==> src/rtl/lockin_integrator.sv <==
// lockin_integrator
//   Boxcar integrate-and-dump low-pass/decimator for the lock-in mixer's
//   in-phase and quadrature products. Each start strobe accepts one I/Q pair.
//   After 2^LOG2_N accepted pairs the mean of each channel is presented on
//   i_out/q_out with a one-cycle o_valid pulse, and the frame restarts.
//
// Ports
//   clk            system clock, rising edge
//   reset          asynchronous, active-high; clears all state
//   start          sample strobe (mixer o_valid); inputs captured when high
//   clear          synchronous frame restart; discards the partial frame
//   phase_in       signed in-phase product, IN_WIDTH bits
//   quadrature_in  signed quadrature product, IN_WIDTH bits
//   i_out, q_out   signed frame means, held between dumps
//   o_valid        one-cycle pulse when i_out/q_out update
//   sample_cnt     samples accepted in the current frame
//
// Handshake: start is a valid-only strobe with no ready; every strobe that is
// not overridden by clear is consumed on the edge where it is high. The
// consumer must take i_out/q_out on o_valid or read the held value before the
// next dump.
module lockin_integrator #(
  parameter int IN_WIDTH = 42,
  parameter int LOG2_N   = 10
) (
  input  logic                       clk,
  input  logic                       reset,
  input  logic                       start,
  input  logic                       clear,
  input  logic signed [IN_WIDTH-1:0] phase_in,
  input  logic signed [IN_WIDTH-1:0] quadrature_in,
  output logic signed [IN_WIDTH-1:0] i_out,
  output logic signed [IN_WIDTH-1:0] q_out,
  output logic                       o_valid,
  output logic        [LOG2_N-1:0]   sample_cnt
);

  // 2^LOG2_N samples of IN_WIDTH bits cannot exceed IN_WIDTH+LOG2_N bits.
  localparam int ACC_W = IN_WIDTH + LOG2_N;
  localparam logic [LOG2_N-1:0] LAST_CNT = '1;  // N-1

  // Per-cycle operating phase; not a stored state, derived from inputs+count.
  typedef enum logic {ACCUM, DUMP} phase_e;
  phase_e phase;

  logic signed [ACC_W-1:0]    acc_i_q, acc_i_d;
  logic signed [ACC_W-1:0]    acc_q_q, acc_q_d;
  logic        [LOG2_N-1:0]   cnt_q, cnt_d;
  logic signed [IN_WIDTH-1:0] i_out_q, i_out_d;
  logic signed [IN_WIDTH-1:0] q_out_q, q_out_d;
  logic                       o_valid_q, o_valid_d;

  logic signed [ACC_W-1:0]    ext_i, ext_q;
  logic signed [ACC_W-1:0]    sum_i, sum_q;

  always_comb begin
    ext_i = {{LOG2_N{phase_in[IN_WIDTH-1]}}, phase_in};
    ext_q = {{LOG2_N{quadrature_in[IN_WIDTH-1]}}, quadrature_in};
    sum_i = acc_i_q + ext_i;
    sum_q = acc_q_q + ext_q;
  end

  always_comb begin
    acc_i_d   = acc_i_q;
    acc_q_d   = acc_q_q;
    cnt_d     = cnt_q;
    i_out_d   = i_out_q;
    q_out_d   = q_out_q;
    o_valid_d = 1'b0;
    phase     = ACCUM;

    if (clear) begin
      // clear beats a concurrent start: the sample is dropped, no dump.
      acc_i_d = '0;
      acc_q_d = '0;
      cnt_d   = '0;
    end else if (start) begin
      if (cnt_q == LAST_CNT) begin
        phase     = DUMP;
        // Taking bits [LOG2_N +: IN_WIDTH] of the sum is an arithmetic
        // right shift by LOG2_N (floor division) truncated to IN_WIDTH;
        // the mean of IN_WIDTH-bit values always fits.
        i_out_d   = sum_i[LOG2_N +: IN_WIDTH];
        q_out_d   = sum_q[LOG2_N +: IN_WIDTH];
        o_valid_d = 1'b1;
        acc_i_d   = '0;
        acc_q_d   = '0;
        cnt_d     = '0;
      end else begin
        acc_i_d = sum_i;
        acc_q_d = sum_q;
        cnt_d   = cnt_q + 1'b1;
      end
    end
  end

  always_ff @(posedge clk or posedge reset) begin
    if (reset) begin
      acc_i_q   <= '0;
      acc_q_q   <= '0;
      cnt_q     <= '0;
      i_out_q   <= '0;
      q_out_q   <= '0;
      o_valid_q <= 1'b0;
    end else begin
      acc_i_q   <= acc_i_d;
      acc_q_q   <= acc_q_d;
      cnt_q     <= cnt_d;
      i_out_q   <= i_out_d;
      q_out_q   <= q_out_d;
      o_valid_q <= o_valid_d;
    end
  end

  assign i_out      = i_out_q;
  assign q_out      = q_out_q;
  assign o_valid    = o_valid_q;
  assign sample_cnt = cnt_q;

endmodule

==> config.mk <==
export PLATFORM = sky130hd
export DESIGN_NAME = lockin_integrator
export DESIGN_NICKNAME = d
export VERILOG_FILES = /design/src/rtl/lockin_integrator.sv
export SDC_FILE = /design/constraint.sdc
export NUM_CORES = 1
export LEC_CHECK = 0
export ABC_AREA = 1
export CORE_MARGIN = 4
export CORE_UTILIZATION = 40
export CTS_BUF_LIST = sky130_fd_sc_hd__clkbuf_16
export DETAILED_ROUTE_END_ITERATION = 6
export SYNTH_ARGS = -nofsm -noshare
export SYNTH_HDL_FRONTEND = slang
export SYNTH_SLANG_ARGS = --single-unit
==> constraint.sdc <==
create_clock -name clk -period 7.95 [get_ports clk]
set_clock_uncertainty 0.15 [all_clocks]
set_input_delay 0.795 -clock clk [delete_from_list [all_inputs] [get_ports clk]]
set_output_delay 0.795 -clock clk [all_outputs]
set_load 0.05 [all_outputs]
Word-level counts from Yosys, hierarchy flattened
Index checks and enable logic that the tools add are counted.
Widths: inputs -> output; s select.
{"block": "totals", "regBits": 199, "word_cells": 25, "input_bits": 88, "output_inout_bits": 95, "rom_bits": 0, "mem_count": 0, "mem_bits_rw": 0, "latchBits": 0}
{"block": "classes", "add_sub_neg": 3, "n_mul": 0, "magnitude_cmp": 0, "div_mod_pow": 0, "eq_ne": 1, "muxes": 12, "reduce_logical": 2, "bitwise": 1, "n_shift": 0}
{"op": "$mux 52", "count": 6}
{"op": "$add 52x42->52", "count": 2}
{"op": "$mux 10", "count": 3}
{"op": "$add 10x1->10 const B", "count": 1}
{"op": "$eq 10x10->1 const B", "count": 1}
{"op": "$mux 1", "count": 3}
{"op": "$reduce_and 3->1", "count": 1}
{"op": "$reduce_bool 2->1", "count": 1}
{"op": "$not 1->1", "count": 1}

Depth between registers and ports, before layout
Gate-level depths: netlist (run 1).
{"block": "depth", "word_depth": 4, "ltp_mapped": 15, "ltp_nobuf": 15}

Worst setup path after synthesis (run 1)
OpenSTA, ideal clock, no wires.
{"block": "synth_path", "kind": "input-to-reg", "startpoint": "input quadrature_in[0]", "endpoint": "register acc_q_q[48]", "setup_slack_ns": 5.413, "cell_stages": 15, "t_arrival_ns": 2.269, "path_buffers": 0, "required_ns": 7.682, "path_cell_list": "ha_1 > inv_1 > fa_1 > nor2_1 > nor2_1 > inv_1 > nand2_1 > nand2_1 > nand2_1 > nand2_1 > nand2_1 > nand3_1 > nand2_1 > nand3_1 > nand2_1"}
{"block": "synth_via", "elab_chain_len": 4}
{"element": "start, declared", "line_no": "31", "rtl": "input logic signed [IN_WIDTH-1:0] quadrature_in,"}
{"element": "$add 52x42->52", "line_no": "60", "rtl": "sum_q = acc_q_q + ext_q;"}
{"element": "$mux 52", "line_no": "78", "rtl": "if (cnt_q == LAST_CNT) begin"}
{"element": "$mux 52", "line_no": "77", "rtl": "end else if (start) begin"}
{"element": "$mux 52", "line_no": "72", "rtl": "if (clear) begin"}
{"element": "end signal, assigned", "line_no": "107", "rtl": "acc_q_q <= acc_q_d;"}
{"element": "end, declared", "line_no": "47", "rtl": "logic signed [ACC_W-1:0] acc_q_q, acc_q_d;"}
Every way passes these cells. The select of a mux whose other input is x is not followed.
A chain may end at the register's enable or synchronous reset.

Worst setup path in the final report (run 1)
{"block": "layout_path", "startpoint": "register cnt_q[4] (netlist: sample_cnt[4])", "endpoint": "register q_out_q[8] (netlist: q_out[8])"}
{"block": "layout_via", "elab_chain_len": 2}
{"element": "start, declared", "line_no": "48", "rtl": "logic [LOG2_N-1:0] cnt_q, cnt_d;"}
{"element": "start signal, assigned", "line_no": "108", "rtl": "cnt_q <= cnt_d;"}
{"element": "$eq 10x10->1", "line_no": "78"}
{"element": "$reduce_and 3->1 (no line)"}
{"element": "end signal, assigned", "line_no": "110", "rtl": "q_out_q <= q_out_d;"}
{"element": "end, declared", "line_no": "50", "rtl": "logic signed [IN_WIDTH-1:0] q_out_q, q_out_d;"}
Every way passes these cells.

==> summary.txt, run 1 <==
Worst setup path
  – Critical Path Source Type: flip-flop
  – Slowest cell delay on critical path: 0.81 ns
  – Cell-by-cell trace of the critical path: nand2_1 > nor3_4 > nand4_1 > nor2_1 > nand2_1 > nor3_4 > buf_4 > clkinv_2 > buf_4 > nand2_1 > o21ai_0
  – Data arrival time of the worst path: 4.30 ns
  – Worst setup path category: flip-flop to flip-flop
  – Most used cell, CP: nand2_1
  – CP max-delay cell: clkinv_2
  – Data required time of the critical path: 8.11 ns
  – Buffer and inverter count on the worst path: 3
  – Highest fanout seen on the critical path: 70
  – Gate family responsible for the most delay along the worst path: buffers and inverters
  – Worst Setup End Kind: flip-flop

CTS
  – Buffer depth of the longest clock path: 2
  – Number of hold buffers added after CTS: 0
  – Quantity of gates resized following cts: 0
  – Clock insertion delay at the later pin of the skew report: 0.49 ns
  – Clock-pin slew on the worst setup and hold paths: 0.08 ns
  – H-tree level count: 4
  – Post-CTS Repair Setup Buffers: 0
  – Clock tree sinks: 199
  – CTS tree: yes
  – Clk Tree Root Cell: clkbuf_16
  – Number of clock buffers inserted by TritonCTS: 17

Detailed routing
  – Final WL: 62.2 mm
  – Number of routed nets with antenna violations: 0
  – Routed length per placed instance: 18.4 µm
  – Drt via density: 5.00
  – Initial DRC Count: 1460
  – Via total after detailed routing: 17.0k
  – Residual DRC: 0
  – First-pass DRT Iterations: 6

Run
  – Number of max-cap violations: 0

Finish
  – Fraction of final layout cells with drive strength greater than 1: 0.0192
  – # nets final: 3041
  – Filler-free cell count of the finished design: 3387
  – Area delta synth->final: 18.3%

Yosys
  – Count of yosys warnings during synthesis: 0
  – Simple-gate portion of the synthesized area: 0.410
  – Main combinational cell family by area after synthesis: simple AND/OR/NAND/NOR gates
  – Multiplexer fraction of the synthesized cell area: 0
  – Fraction of synthesized cell area in xor and xnor cells: 0.0290
  – Sequential-to-total area share from yosys stat: 0.305
  – Net count after synthesis: 2874
  – Cells after Synth: 2681
  – Syn Std Cell Area: 16300 µm²
  – Adder-cell share of the synthesized area: 0.0815
  – Yosys reg bits: 199
  – Compound-Gate Fraction of Synth Area: 0.0568
  – Synth cell types: 31
  – Syn avg cell area: 6.08 µm²

Timing
  – Number of max-slew violations in the final report: 0
  – Worst-case headroom to the max-slew limit: 0.324
  – Highest achievable clock rate: 242 MHz
  – Post-route setup TNS: 0 ns
  – Final critical-path share of the clock period: 0.521
  – Unrepaired setup endpoints after global routing: false
  – Transition time at the pin with the least slew margin: 1.01 ns
  – Tmin final: 4.14 ns
  – Count of endpoints failing setup in the final report: 0
  – Final hold vios: 0

Global route
  – Combined global-route utilization of all metal layers: 0.279
  – Number of antenna violations at the first check in global routing: 0
  – Vias in the first global route: 16.1k
  – Largest net degree at the start of global routing: 123
  – Total gr overflow: 0
  – Wire length of the first global-routing pass: 94.9 mm

Power and ir drop
  – Static leakage: 10.9 nW
  – Power density relative to cell area: 190 nW/µm²
  – Peak supply drop: 0.000132 V

Placed design
  – IO buf count: 182
  – DP HPWL: 50.6 mm
  – Total placed cells including tap cells: 3354
  – Final RePlAce weighted congestion: 1.02

Floorplan
  – Standard-cell row count: 73
  – Core footprint: 40000 µm²
  – Die Area: 44100 µm²
  – Effective utilization at floorplan: 0.408
  – Height of the die: 210 µm
  – I/O pin cnt: 183
  – Die width: 210 µm

Outcome
  – Result of the run: completed

Worst hold path
  – Min-Delay Path Class: flip-flop to flip-flop
-- registers in the layout, indices dropped and copies added, names as in the netlist --
name / count
acc_q_q: 52
i_out: 42
q_out: 42
o_valid: 1
sample_cnt: 10
acc_i_q: 52
-- tightest hold or removal path, stage by stage, from the launching register on --
cell and delay, ns:
dfrtp_1 0.35, nand2_1 0.05, nand2_1 0.06
-- final cells by class --
cell class | instances | area, µm²
Clock buffer | 17 | 425
Tap cell | 525 | 657
Timing Repair Buffer | 188 | 1870
Sequential cell | 199 | 4980
Multi-Input combinational cell | 1976 | 9420
Clock inverter | 15 | 183
Fill cell | 4257 | 20700
Inverter | 466 | 1760
Antenna cell | 1 | 2.50
-- power by group --
group          internal (mW)  switching, mW
clock                  0.453          0.485
sequential              1.11         0.0697
combinational          0.485           1.07
-- Yosys cell counts --
| cell type | instances | share of area |
|---|---|---|
| and3_1 | 1 | 0.00038 |
| nand3b_1 | 29 | 0.013 |
| o21ai_1 | 14 | 0.0043 |
| a22oi_1 | 1 | 0.00046 |
| nor3_1 | 27 | 0.0083 |
| dfrtp_1 | 199 | 0.31 |
| a21o_1 | 3 | 0.0014 |
| nor2_1 | 192 | 0.044 |
| nand4_1 | 20 | 0.0077 |
| nor3_4 | 2 | 0.0020 |
| a21boi_0 | 8 | 0.0037 |
| inv_2 | 2 | 0.00046 |
| o211ai_1 | 2 | 0.00092 |
| nand2_1 | 1177 | 0.27 |
| fa_1 | 2 | 0.0025 |
| ha_1 | 103 | 0.079 |
| xor2_1 | 20 | 0.011 |
| nor4_1 | 7 | 0.0027 |
| clkbuf_1 | 25 | 0.0058 |
| o21bai_1 | 14 | 0.0064 |
| nand3_1 | 180 | 0.055 |
| buf_1 | 1 | 0.00023 |
| xnor2_1 | 34 | 0.018 |
| or2_2 | 10 | 0.0038 |
| buf_2 | 14 | 0.0043 |
| and2_1 | 3 | 0.0012 |
| a22o_1 | 2 | 0.0011 |
| o22ai_1 | 2 | 0.00077 |
| a21oi_1 | 67 | 0.021 |
| inv_1 | 464 | 0.11 |
| o21ai_0 | 56 | 0.017 |
-- kinds of logic after synthesis --
kind of cell	count (synthesis)
flip-flops	199
buffers and inverters	506
adder cells (fa/ha/maj)	105
AND/OR/NAND/NOR	1648
XOR/XNOR	54
AO/OA/AOI/OAI	169
-- layer usage --
metal  track usage  wire length, µm
met1         0.426            31200
met2         0.409            25400
met3        0.0556             4680
met4        0.0594              969
met5             0                0
-- path summary, 6_finish.rpt --
path | startpoint | endpoint | slack, ns | cells after the start
worst max-delay path | sample_cnt[4]$_DFFE_PP0P_ | q_out[8]$_DFFE_PP0P_ | 3.81 | 11
worst min register to register | i_out[36]$_DFFE_PP0P_ | i_out[36]$_DFFE_PP0P_ | 0.33 | 2
worst min-delay path | i_out[36]$_DFFE_PP0P_ | i_out[36]$_DFFE_PP0P_ | 0.33 | 2
worst max register to register | sample_cnt[4]$_DFFE_PP0P_ | q_out[8]$_DFFE_PP0P_ | 3.81 | 11
max in group asynchronous | reset | q_out[34]$_DFFE_PP0P_ | 5.39 | 3
min in group asynchronous | reset | o_valid$_DFF_PP0_ | 0.67 | 2
-- stage by stage --
stage | setup WS, ns | cell area, µm² | hold slack (ns) | utilization | power [mW]
floorplan | 1.58 | 16300 | 0.303 | - | 2.20
global placement | 3.61 | 18700 | 0.316 | 0.467 | 2.71
detailed placement | 3.47 | 18700 | 0.315 | 0.467 | 2.72
CTS | 3.84 | 19300 | 0.337 | 0.482 | 3.67
global route | 3.51 | 19300 | 0.350 | 0.482 | 3.91
finish | 3.81 | 19300 | 0.334 | 0.482 | 3.67
-- cells in the final DEF (no fill, tap or decap), types with 27 or more instances in the layout --
cell | Yosys | final
nand2_1 | 1177 | 1177
inv_1 | 464 | 463
dfrtp_1 | 199 | 199
nor2_1 | 192 | 190
clkdlybuf4s50_1 | 0 | 182
nand3_1 | 180 | 180
ha_1 | 103 | 103
a21oi_1 | 67 | 67
o21ai_0 | 56 | 56
xnor2_1 | 34 | 34
nand3b_1 | 29 | 29
nor3_1 | 27 | 27
(Power assumes the default switching activity.)
==> inputs of run 2 (changes only) <==
==> constraint.sdc (replaced) <==
create_clock -name clk -period 4.3 [get_ports clk]
set_clock_uncertainty 0.15 [all_clocks]
set_input_delay 0.43 -clock clk [delete_from_list [all_inputs] [get_ports clk]]
set_output_delay 0.43 -clock clk [all_outputs]
set_load 0.05 [all_outputs]
==> summary.txt, run 2 (same netlist as run 1, synthesis figures left out) <==
Outcome
  – Result of the run: completed (unchanged)

Global route
  – Largest net degree at the start of global routing: 139 (was 123)
  – Combined global-route utilization of all metal layers: 0.283 (was 0.279)
  – Vias in the first global route: 16.1k (about the same)
  – Number of antenna violations at the first check in global routing: 0 (unchanged)
  – Wire length of the first global-routing pass: 95.8 mm (was 94.9 mm)
  – Total gr overflow: 0 (unchanged)

CTS
  – Number of hold buffers added after CTS: 0 (unchanged)
  – Post-CTS Repair Setup Buffers: 0 (unchanged)
  – Quantity of gates resized following cts: 0 (unchanged)
  – Clock tree sinks: 199 (unchanged)
  – Clk Tree Root Cell: clkbuf_16 (unchanged)
  – Number of clock buffers inserted by TritonCTS: 17 (unchanged)
  – Clock insertion delay at the later pin of the skew report: 0.51 ns (was 0.49 ns)
  – Buffer depth of the longest clock path: 2 (unchanged)
  – Clock-pin slew on the worst setup and hold paths: 0.09 ns (was 0.08 ns)
  – CTS tree: yes (unchanged)
  – H-tree level count: 4 (unchanged)

Detailed routing
  – Initial DRC Count: 1377 (was 1460)
  – Number of routed nets with antenna violations: 0 (unchanged)
  – Drt via density: 5.01 (was 5.00)
  – Via total after detailed routing: 17.0k (about the same)
  – Routed length per placed instance: 18.4 µm (about the same)
  – Final WL: 62.2 mm (about the same)
  – First-pass DRT Iterations: 6 (unchanged)
  – Residual DRC: 0 (unchanged)

Floorplan
  – Die width: 210 µm (unchanged)
  – Die Area: 44100 µm² (unchanged)
  – Height of the die: 210 µm (unchanged)
  – I/O pin cnt: 183 (unchanged)
  – Core footprint: 40000 µm² (unchanged)
  – Effective utilization at floorplan: 0.408 (unchanged)
  – Standard-cell row count: 73 (unchanged)

Worst setup path
  – R2R Path Start: sample_cnt[4]$_DFFE_PP0P_ (unchanged)
  – Most used cell, CP: nand2_1 (unchanged)
  – Data required time of the critical path: 4.59 ns (was 8.11 ns)
  – Crit path from: sample_cnt[4]$_DFFE_PP0P_ (unchanged)
  – Worst setup path category: flip-flop to flip-flop (unchanged)
  – Slowest cell delay on critical path: 0.52 ns (was 0.81 ns)
  – Critical Path Source Type: flip-flop (unchanged)
  – Worst Setup End Kind: flip-flop (unchanged)
  – Data arrival time of the worst path: 3.31 ns (was 4.30 ns)
  – Cell-by-cell trace of the critical path: nand2_1 > nor3_4 > nand4_1 > nor2_1 > nand2_1 > nor3_4 > buf_4 > buf_4 > nand3_1 > nand2_1 (was nand2_1 > nor3_4 > nand4_1 > nor2_1 > nand2_1 > nor3_4 > buf_4 > clkinv_2 > buf_4 > nand2_1 > o21ai_0)
  – Cell count of the worst reg-to-reg path: 10 (was 11)
  – Highest fanout seen on the critical path: 37 (was 70)
  – Gate family responsible for the most delay along the worst path: simple AND/OR/NAND/NOR gates (was buffers and inverters)
  – CP max-delay cell: buf_4 (was clkinv_2)
  – FF-to-FF setup slack: 1.28 ns (was 3.81 ns)
  – Cell depth of the worst setup path: 10 (was 11)
  – Buffer and inverter count on the worst path: 2 (was 3)

Timing
  – Count of endpoints failing setup in the final report: 0 (unchanged)
  – Final hold vios: 0 (unchanged)
  – Unrepaired setup endpoints after global routing: false (unchanged)
  – Highest achievable clock rate: 331 MHz (was 242 MHz)
  – Worst-case headroom to the max-slew limit: 0.331 (was 0.324)
  – Number of max-slew violations in the final report: 0 (unchanged)
  – Post-route setup TNS: 0 ns (unchanged)
  – Tmin final: 3.02 ns (was 4.14 ns)
  – Final critical-path share of the clock period: 0.703 (was 0.521)
  – Transition time at the pin with the least slew margin: 1.00 ns (was 1.01 ns)

Power and ir drop
  – Peak supply drop: 0.000284 V (was 0.000132 V)
  – Power density relative to cell area: 347 nW/µm² (was 190 nW/µm²)
  – Sum of internal, switching and leakage power: 6.71 mW (was 3.67 mW)
  – Static leakage: 10.9 nW (about the same)

Finish
  – Most common library cell in the layout ignoring fill and taps: nand2_1 (unchanged)
  – Count of antenna diodes in the layout: 0 (was 1)
  – Fill cell total of the finished layout: 4281 (was 4257)
  – # nets final: 3045 (was 3041)
  – Filler-free cell count of the finished design: 3390 (was 3387)
  – Largest registers: acc_i_q (52), acc_q_q (52) (unchanged)
  – Fraction of final layout cells with drive strength greater than 1: 0.0199 (was 0.0192)
  – Combined flip-flop and latch cell area: 4980 µm² (unchanged)
  – Area of the multi-input gates: 9420 µm² (unchanged)
  – Most frequent cells in the layout: nand2_1, inv_1, dfrtp_1 (unchanged)
  – Area delta synth->final: 18.6% (was 18.3%)

Placed design
  – Final RePlAce weighted congestion: 1.03 (was 1.02)
  – DP HPWL: 50.8 mm (was 50.6 mm)
  – IO buf count: 182 (unchanged)
  – Total placed cells including tap cells: 3358 (was 3354)

Worst hold path
  – Min-Delay Path Class: primary input to async pin (was flip-flop to flip-flop)

Run
  – Number of max-cap violations: 0 (unchanged)
[run 2: cell types whose count changed in the layout (fill, tap and decap cells not counted)]
cell        previous run  this run
buf_12                 0         2
buf_4                  6         8
clkinv_1               0         1
clkinv_2               2         1
clkinv_4               2         3
clkinvlp_4             1         2
diode_2                1         0
inv_1                463       464
inv_6                  2         3
inv_8                  6         2
[run 2: final timing paths]
check | endpoint
max | i_out[10]$_DFFE_PP0P_
min reg2reg | q_out[35]$_DFFE_PP0P_
min in group clk | q_out[35]$_DFFE_PP0P_
max reg2reg | i_out[10]$_DFFE_PP0P_
min | acc_i_q[6]$_DFFE_PP0P_
max in group asynchronous | acc_i_q[22]$_DFFE_PP0P_
[run 2: through the flow]
step / hold WS, ns / worst slack, ns / area (µm²) / util
after detailed placement: 0.315 / 0.948 / 18700 / 0.468
final: 0.264 / 1.28 / 19300 / 0.483
after global routing: 0.356 / 1.15 / 19300 / 0.483
after floorplan: 0.303 / 1.15 / 16300 / -
after global placement: 0.312 / 0.928 / 18700 / 0.468
after CTS: 0.336 / 1.30 / 19300 / 0.483
[run 2: worst register-to-register path: stages (launching register included)]
cell and delay [ns]:
dfrtp_1 0.41, nand2_1 0.15, nor3_4 0.21, nand4_1 0.18
nor2_1 0.16, nand2_1 0.12, nor3_4 0.16, buf_4 0.52
buf_4 0.49, nand3_1 0.30, nand2_1 0.12
[run 2: cell type report]
type | count | area share
clock buffers | 17 | 0.0220
clock inverters | 15 | 0.00874
inverters | 466 | 0.0907
multi-input cells | 1976 | 0.488
flip-flops and latches | 199 | 0.258
well taps | 525 | 0.0340
repair buffers | 192 | 0.0994
[run 2: routing by layer]
| metal | wire [µm] | track usage |
|---|---|---|
| met1 | 32000 | 0.439 |
| met2 | 25100 | 0.402 |
| met3 | 3930 | 0.0572 |
| met4 | 1130 | 0.0668 |
| met5 | 0 | 0 |
[run 2: where the power goes]
part           total (mW)  switching [mW]  leakage [nW]  internal, mW
Clock                1.68           0.859         0.289         0.823
Combinational        2.85            1.96          7.95         0.898
Sequential           2.17           0.126          2.66          2.05
Total                6.71            2.94          10.9          3.77
